<file path="src/rtl/cfg_sequencer_if.sv">
`default_nettype none
// ============================================================================
// Module      : cfg_sequencer_if
// Description : Configuration-word handshake bundle between a job source
//               (master) and the cfg_sequencer (slave).
// Revision    : 1.0 - initial release
// ============================================================================
interface cfg_sequencer_if #(
    parameter int N             = 3,
    parameter int SEL_WIDTH     = $clog2(N),
    parameter int NUM_COL_WIDTH = $clog2(N),
    parameter int RUN_WIDTH     = 16
);
    logic                                 cfg_valid_i;
    logic                                 cfg_ready_o;
    logic [SEL_WIDTH+NUM_COL_WIDTH+1:0]   cfg_data_i;
    logic [RUN_WIDTH-1:0]                 run_len_i;

    modport slave (
        input  cfg_valid_i,
        input  cfg_data_i,
        input  run_len_i,
        output cfg_ready_o
    );

    modport master (
        output cfg_valid_i,
        output cfg_data_i,
        output run_len_i,
        input  cfg_ready_o
    );
endinterface
`default_nettype wire

</file>
<file path="src/rtl/cfg_sequencer.sv">
`default_nettype none
// ============================================================================
// Module      : cfg_sequencer
// Description : Accepts one configuration word per job and walks the
//               downstream control stage through LOAD(2) / READY(2) /
//               START(1) / RUN(run_len) / FLUSH(1), with abort support.
//               All outputs are registered, decoded from the next state.
// Revision    : 1.0 - initial release
// ============================================================================
module cfg_sequencer #(
    parameter int N             = 3,
    parameter int SEL_WIDTH     = $clog2(N),
    parameter int NUM_COL_WIDTH = $clog2(N),
    parameter int RUN_WIDTH     = 16
) (
    input  wire logic                     clk_i,
    input  wire logic                     f_sel_rst,
    cfg_sequencer_if.slave                cfg_if,
    input  wire logic                     abort_i,
    output logic [SEL_WIDTH-1:0]          f_sel_o,
    output logic [NUM_COL_WIDTH-1:0]      column_num_o,
    output logic                          en_adder_1_o,
    output logic                          en_adder_2_o,
    output logic                          rst_o,
    output logic                          load_o,
    output logic                          ready_o,
    output logic                          start_op_o,
    output logic                          busy_o,
    output logic                          done_o
);

    localparam logic [RUN_WIDTH-1:0] c_ONE = {{(RUN_WIDTH-1){1'b0}}, 1'b1};

    typedef enum logic [2:0] {
        S_IDLE  = 3'd0,
        S_LOAD  = 3'd1,
        S_READY = 3'd2,
        S_START = 3'd3,
        S_RUN   = 3'd4,
        S_FLUSH = 3'd5
    } state_t;

    state_t                      r_state;
    state_t                      w_state_nxt;
    logic                        r_phase;      // second cycle of LOAD / READY
    logic                        w_phase_nxt;
    logic [RUN_WIDTH-1:0]        r_cnt;
    logic [RUN_WIDTH-1:0]        w_cnt_nxt;
    logic [RUN_WIDTH-1:0]        r_run_len;
    logic                        w_accept;

    logic                        r_cfg_ready;
    logic                        r_rst;
    logic                        r_load;
    logic                        r_ready;
    logic                        r_start;
    logic                        r_busy;
    logic                        r_done;
    logic [SEL_WIDTH-1:0]        r_f_sel;
    logic [NUM_COL_WIDTH-1:0]    r_col;
    logic                        r_en1;
    logic                        r_en2;

    // State, phase and run counter registers
    always_ff @(posedge clk_i or posedge f_sel_rst) begin
        if (f_sel_rst) begin
            r_state <= S_IDLE;
            r_phase <= 1'b0;
            r_cnt   <= '0;
        end else begin
            r_state <= w_state_nxt;
            r_phase <= w_phase_nxt;
            r_cnt   <= w_cnt_nxt;
        end
    end

    // Next-state logic: handshake, fixed-length phases, run countdown, abort
    always_comb begin
        w_state_nxt = r_state;
        w_phase_nxt = r_phase;
        w_cnt_nxt   = r_cnt;
        w_accept    = 1'b0;
        case (r_state)
            S_IDLE: begin
                // r_cfg_ready is low for the first cycle after reset release
                if (cfg_if.cfg_valid_i && r_cfg_ready) begin
                    w_accept    = 1'b1;
                    w_state_nxt = S_LOAD;
                    w_phase_nxt = 1'b0;
                end
            end
            S_LOAD: begin
                if (abort_i) begin
                    w_state_nxt = S_FLUSH;
                end else if (r_phase) begin
                    w_state_nxt = S_READY;
                    w_phase_nxt = 1'b0;
                end else begin
                    w_phase_nxt = 1'b1;
                end
            end
            S_READY: begin
                if (abort_i) begin
                    w_state_nxt = S_FLUSH;
                end else if (r_phase) begin
                    w_state_nxt = S_START;
                    w_phase_nxt = 1'b0;
                end else begin
                    w_phase_nxt = 1'b1;
                end
            end
            S_START: begin
                if (abort_i) begin
                    w_state_nxt = S_FLUSH;
                end else begin
                    w_cnt_nxt   = r_run_len;
                    w_state_nxt = S_RUN;
                end
            end
            S_RUN: begin
                // Abort and terminal count both land in a single FLUSH
                if (abort_i || (r_cnt == c_ONE)) begin
                    w_state_nxt = S_FLUSH;
                end else begin
                    w_cnt_nxt = r_cnt - c_ONE;
                end
            end
            S_FLUSH: begin
                w_state_nxt = S_IDLE;
                w_phase_nxt = 1'b0;
            end
            default: begin
                w_state_nxt = S_IDLE;
                w_phase_nxt = 1'b0;
            end
        endcase
    end

    // Registered outputs decoded from the next state, plus config latch
    always_ff @(posedge clk_i or posedge f_sel_rst) begin
        if (f_sel_rst) begin
            r_cfg_ready <= 1'b0;
            r_rst       <= 1'b1;
            r_load      <= 1'b0;
            r_ready     <= 1'b0;
            r_start     <= 1'b0;
            r_busy      <= 1'b0;
            r_done      <= 1'b0;
            r_f_sel     <= '0;
            r_col       <= '0;
            r_en1       <= 1'b0;
            r_en2       <= 1'b0;
            r_run_len   <= '0;
        end else begin
            r_cfg_ready <= (w_state_nxt == S_IDLE);
            r_rst       <= (w_state_nxt == S_IDLE) || (w_state_nxt == S_FLUSH);
            r_load      <= (w_state_nxt == S_LOAD);
            r_ready     <= (w_state_nxt == S_READY);
            r_start     <= (w_state_nxt == S_START) || (w_state_nxt == S_RUN);
            r_busy      <= (w_state_nxt != S_IDLE);
            r_done      <= (w_state_nxt == S_FLUSH);
            if (w_accept) begin
                r_f_sel   <= cfg_if.cfg_data_i[SEL_WIDTH-1:0];
                r_col     <= cfg_if.cfg_data_i[SEL_WIDTH +: NUM_COL_WIDTH];
                r_en1     <= cfg_if.cfg_data_i[SEL_WIDTH+NUM_COL_WIDTH];
                r_en2     <= cfg_if.cfg_data_i[SEL_WIDTH+NUM_COL_WIDTH+1];
                // A zero run length still executes one compute cycle
                r_run_len <= (cfg_if.run_len_i == '0) ? c_ONE : cfg_if.run_len_i;
            end
        end
    end

    assign cfg_if.cfg_ready_o = r_cfg_ready;
    assign f_sel_o            = r_f_sel;
    assign column_num_o       = r_col;
    assign en_adder_1_o       = r_en1;
    assign en_adder_2_o       = r_en2;
    assign rst_o              = r_rst;
    assign load_o             = r_load;
    assign ready_o            = r_ready;
    assign start_op_o         = r_start;
    assign busy_o             = r_busy;
    assign done_o             = r_done;

endmodule
`default_nettype wire

</file>
<file path="src/flat_wrapper.sv">
// flat-port wrapper written by rule: the top's interface ports become plain ports
module cfg_sequencer_flat 
#(
    parameter int N             = 3,
    parameter int SEL_WIDTH     = $clog2(N),
    parameter int NUM_COL_WIDTH = $clog2(N),
    parameter int RUN_WIDTH     = 16
)
  (clk_i, f_sel_rst, abort_i, f_sel_o, column_num_o, en_adder_1_o, en_adder_2_o, rst_o, load_o, ready_o, start_op_o, busy_o, done_o, cfg_if_cfg_valid_i, cfg_if_cfg_data_i, cfg_if_run_len_i, cfg_if_cfg_ready_o);
  cfg_sequencer_if #(.N(N), .SEL_WIDTH(SEL_WIDTH), .NUM_COL_WIDTH(NUM_COL_WIDTH), .RUN_WIDTH(RUN_WIDTH)) cfg_if_i ();
  input  wire logic clk_i;
  input  wire logic f_sel_rst;
  input  wire logic abort_i;
  output logic [SEL_WIDTH-1:0] f_sel_o;
  output logic [NUM_COL_WIDTH-1:0] column_num_o;
  output logic en_adder_1_o;
  output logic en_adder_2_o;
  output logic rst_o;
  output logic load_o;
  output logic ready_o;
  output logic start_op_o;
  output logic busy_o;
  output logic done_o;
  input wire logic [$bits(cfg_if_i.cfg_valid_i)-1:0] cfg_if_cfg_valid_i;
  input wire logic [$bits(cfg_if_i.cfg_data_i)-1:0] cfg_if_cfg_data_i;
  input wire logic [$bits(cfg_if_i.run_len_i)-1:0] cfg_if_run_len_i;
  output wire logic [$bits(cfg_if_i.cfg_ready_o)-1:0] cfg_if_cfg_ready_o;
  assign cfg_if_i.cfg_valid_i = cfg_if_cfg_valid_i;
  assign cfg_if_i.cfg_data_i = cfg_if_cfg_data_i;
  assign cfg_if_i.run_len_i = cfg_if_run_len_i;
  assign cfg_if_cfg_ready_o = cfg_if_i.cfg_ready_o;
  cfg_sequencer #(.N(N), .SEL_WIDTH(SEL_WIDTH), .NUM_COL_WIDTH(NUM_COL_WIDTH), .RUN_WIDTH(RUN_WIDTH)) u_core (.clk_i(clk_i), .f_sel_rst(f_sel_rst), .cfg_if(cfg_if_i), .abort_i(abort_i), .f_sel_o(f_sel_o), .column_num_o(column_num_o), .en_adder_1_o(en_adder_1_o), .en_adder_2_o(en_adder_2_o), .rst_o(rst_o), .load_o(load_o), .ready_o(ready_o), .start_op_o(start_op_o), .busy_o(busy_o), .done_o(done_o));
endmodule
</file>
<file path="config.mk">
export PLATFORM = sky130hd
export DESIGN_NAME = cfg_sequencer_flat
export DESIGN_NICKNAME = d
export VERILOG_FILES = /design/src/rtl/cfg_sequencer_if.sv /design/src/rtl/cfg_sequencer.sv /design/src/flat_wrapper.sv
export SDC_FILE = /design/constraint.sdc
export NUM_CORES = 1
export LEC_CHECK = 0
export ABC_CLOCK_PERIOD_IN_PS = 2100
export CAP_MARGIN = 10
export CORE_ASPECT_RATIO = 0.7
export CORE_UTILIZATION = 40
export CTS_CLUSTER_DIAMETER = 200
export DETAILED_ROUTE_END_ITERATION = 7
export GPL_TIMING_DRIVEN = 0
export HOLD_SLACK_MARGIN = 0.1
export PLACE_DENSITY = 0.68
export SLEW_MARGIN = 0
export SYNTH_ARGS = -nofsm -noshare
export SYNTH_HDL_FRONTEND = slang
export SYNTH_SLANG_ARGS = --single-unit
</file>
<file path="constraint.sdc">
create_clock -name clk_i -period 2.1 [get_ports clk_i]
set_input_delay 0.525 -clock clk_i [delete_from_list [all_inputs] [get_ports clk_i]]
set_output_delay 0.525 -clock clk_i [all_outputs]
set_load 0.02 [all_outputs]
</file>
==> impl_metrics.toml <==
[yosys]
synth-warning-count = 0
synth_common_cells = "dfrtp_1 (48), o211ai_1 (28), mux2_2 (21)"
syn-num-nets = 268
synth_area_leaders = "dfrtp_1 (47%), mux2_2 (9.2%), o211ai_1 (8.2%)"
yosysTopAreaCell = "dfrtp_1"
synth_top_area_share_pct = 46.7
seq_area_frac_synth_pct = 47.7
synth_cells = 240
synth_edf_count = 0
syn_area_per_cell_um2 = 10.7
synth-main-ff-cell = "dfrtp_1"
synth.most_common_cell = "dfrtp_1"
syn_area_mm2 = 0.00257
ys_ff_latch = 49
synth-async-reset-ratio_pct = 100
yosys.cell_types.count = 53

[power]
power.switching_uw = 1800
power.share.clock_pct = 15.9
p_seq_share_pct = 39.1
max-vdd-ir-drop_mv = 0.689
swShare_pct = 39.7
internal_power_uw = 2740
finalPower_uw = 4540
comb_power_share_pct = 45.0
power_density_mw_per_mm2 = 1400
p_leak_uw = 0.00125

[timing]
period_share_pct = 93.1
fmax_mhz = 511
timing.hold.ws_ns = 0.515
worst_pin_slew_ns = 0.568
skew_ns = 0.0107
rsz0062_at_grt = "no"
setup_violations = 0
finalHoldViolCount = 0
drv_slew = 0
timing.slew.headroom_pct = 62.0
min_period_ns = 1.96

[worst_setup_path]
cp-start-kind = "flop"
reg2reg_depth = 4
crit_fanout = 1
path_buf_inv = 1
regToRegEndpoint = "u_core.r_run_len[10]"
worstPathRequired_ns = 1.57
cp_slowest_cell = "clkdlybuf4s50_1"
path_delay_family = "buffers and inverters"
crit_start = "u_core.rst_o"
rrSetupSlack_ns = 0.17
crit_arrival_ns = 1.43
cp-end-kind = "output port"
cpPeakStageDelay_ns = 0.59
setup.worst_path.class = "flop to output port"
path_cells = "clkdlybuf4s50_1"
r2r-start = "u_core.r_state[2]"

[die]
initial_utilization_pct = 41.4
num_rows = 24
die_height_um = 69.1
dieArea_mm2 = 0.00676
coreArea_mm2 = 0.00622
io_pins = 39
fp.dieW_um = 97.9

[detailed_routing]
drt_iter0_drc = 233
viasPerCell = 5.95
ant_nets = 0
route.detailed.drc = 0
wl_per_cell_um = 17.4
first_pass_iters = 4
num_vias = 2177
wl_um = 6360

[placement]
dpl.hpwl_um = 4500
place_congestion = 0.849
io_buffers = 37

[clocking]
htree_levels = 2
cts_sinks = 49
cts-root-buf = "clkbuf_8"
cts_tree = "built"
insertion_delay_ns = 0.31
cts-buffers-inserted = 5
clockBufferDepth = 2
clk_pin_slew_worst_paths_ns = 0.11

[global_route]
track_usage_pct = 19.5
grt_pass1_wl_um = 10400
overflow = 0
grt_pass1_vias = 2011
grt_max_degree = 27
antenna_found_initial = 0

[cells_and_area]
nNetsFinal = 315
diodes = 0
drive_gt1_share_pct = 20.1
areaGrowthSynthToFinish_pct = 25.8

[status]
status = "complete, no violations"

[worst_hold_path]
holdPathEnd = "u_core.en_adder_2_o"
hp-start = "u_core.en_adder_2_o"
min_path_cells = 1
holdCritPathClass = "flop to flop"

[run]
drv_cap = 0
## routing by layer
metal  GRT usage [%]  share of wire (%)
met3            3.85                7.6
met5               0                  0
met4            6.40               0.83
met2            25.7                 43
met1            31.3                 49
## cell families after synthesis
family	count (synthesis)	share of synthesized area, %
and+or+nand+nor	68	15.6
AOI/OAI and AO/OA	66	19.3
DFF	49	47.7
buffers and inverters	30	5.69
muxes	23	10.0
adders and majority gates	3	1.36
xor gates and xnor gates	1	0.340
## sequential cells by signal (all words and copies together), names as in the netlist, 2 cells and up
register,count
u_core.r_cnt,16
u_core.r_state,3
u_core.r_run_len,16
u_core.f_sel_o,2
u_core.column_num_o,2
## layout make-up
type,instances,area (um^2)
Buffer,21,115
Clock buffer,5,68.8
Clock inverter,3,50.0
Fill cell,534,2980
Inverter,9,33.8
Multi-Input combinational cell,161,1240
Sequential cell,49,1230
Tap cell,78,97.6
Timing Repair Buffer,40,405
## power groups by stage
stage / registers (uW) / clock network, uW / logic [uW]
2_1_floorplan: 1780 / 0 / 1310
6_report: 1780 / 723 / 2040
4_1_cts: 1750 / 736 / 2010
3_5_place_dp: 1760 / 0 / 1990
3_3_place_gp: 1750 / 0 / 1950
5_1_grt: 1830 / 768 / 2250
## cells in the final DEF, fill, tap and decap left out, drive strengths merged, types with 2 or more instances in the layout
master,n
nand2,9
a22oi,6
a21oi,9
nor3,8
ha,2
or3b,2
and4,3
nand3b,2
buf,13
dfrtp,48
nor4,10
nor2,11
mux2,22
nand2b,2
inv,10
nor3b,3
o311ai,4
nand4,4
clkbuf,16
o211ai,28
clkdlybuf4s50,37
o21ai,5
nand3,9
## through the flow
| step | TNS [ns] | cell area [um^2] | std cells | util [%] | setup slack [ns] |
|---|---|---|---|---|---|
| after CTS | 0 | 3190 | 364 | 51.2 | 0.00955 |
| after floorplan | 0 | 2570 | 240 | - | 0.333 |
| final | 0 | 3240 | 366 | 52.1 | 0.145 |
| after detailed placement | -5.74 | 3060 | 356 | 49.3 | -0.322 |
| after global routing | 0 | 3240 | 366 | 52.1 | 0.0441 |
| after global placement | -33.13 | 3040 | 355 | 48.9 | -0.583 |
## worst max-delay path by stage
stage                           endpoint  slack [ns]  depth (start not counted)
finish                             rst_o        0.14                          1
global route        u_core.r_run_len[10]        0.04                          4
floorplan                u_core.r_cnt[0]        0.33                          6
CTS                 u_core.r_run_len[10]        0.01                          5
detailed placement   u_core.r_run_len[9]       -0.32                          5
global placement         u_core.r_cnt[2]       -0.58                          2
## what timing repair did
action / in CTS / in global routing
gates resized for setup: 1 / 10
pin swaps: 0 / 1
endpoints found under the setup margin: 2 / 33
setup buffers: 0 / 2
hold buffers: 0 / 0
(Power assumes the default switching activity.)
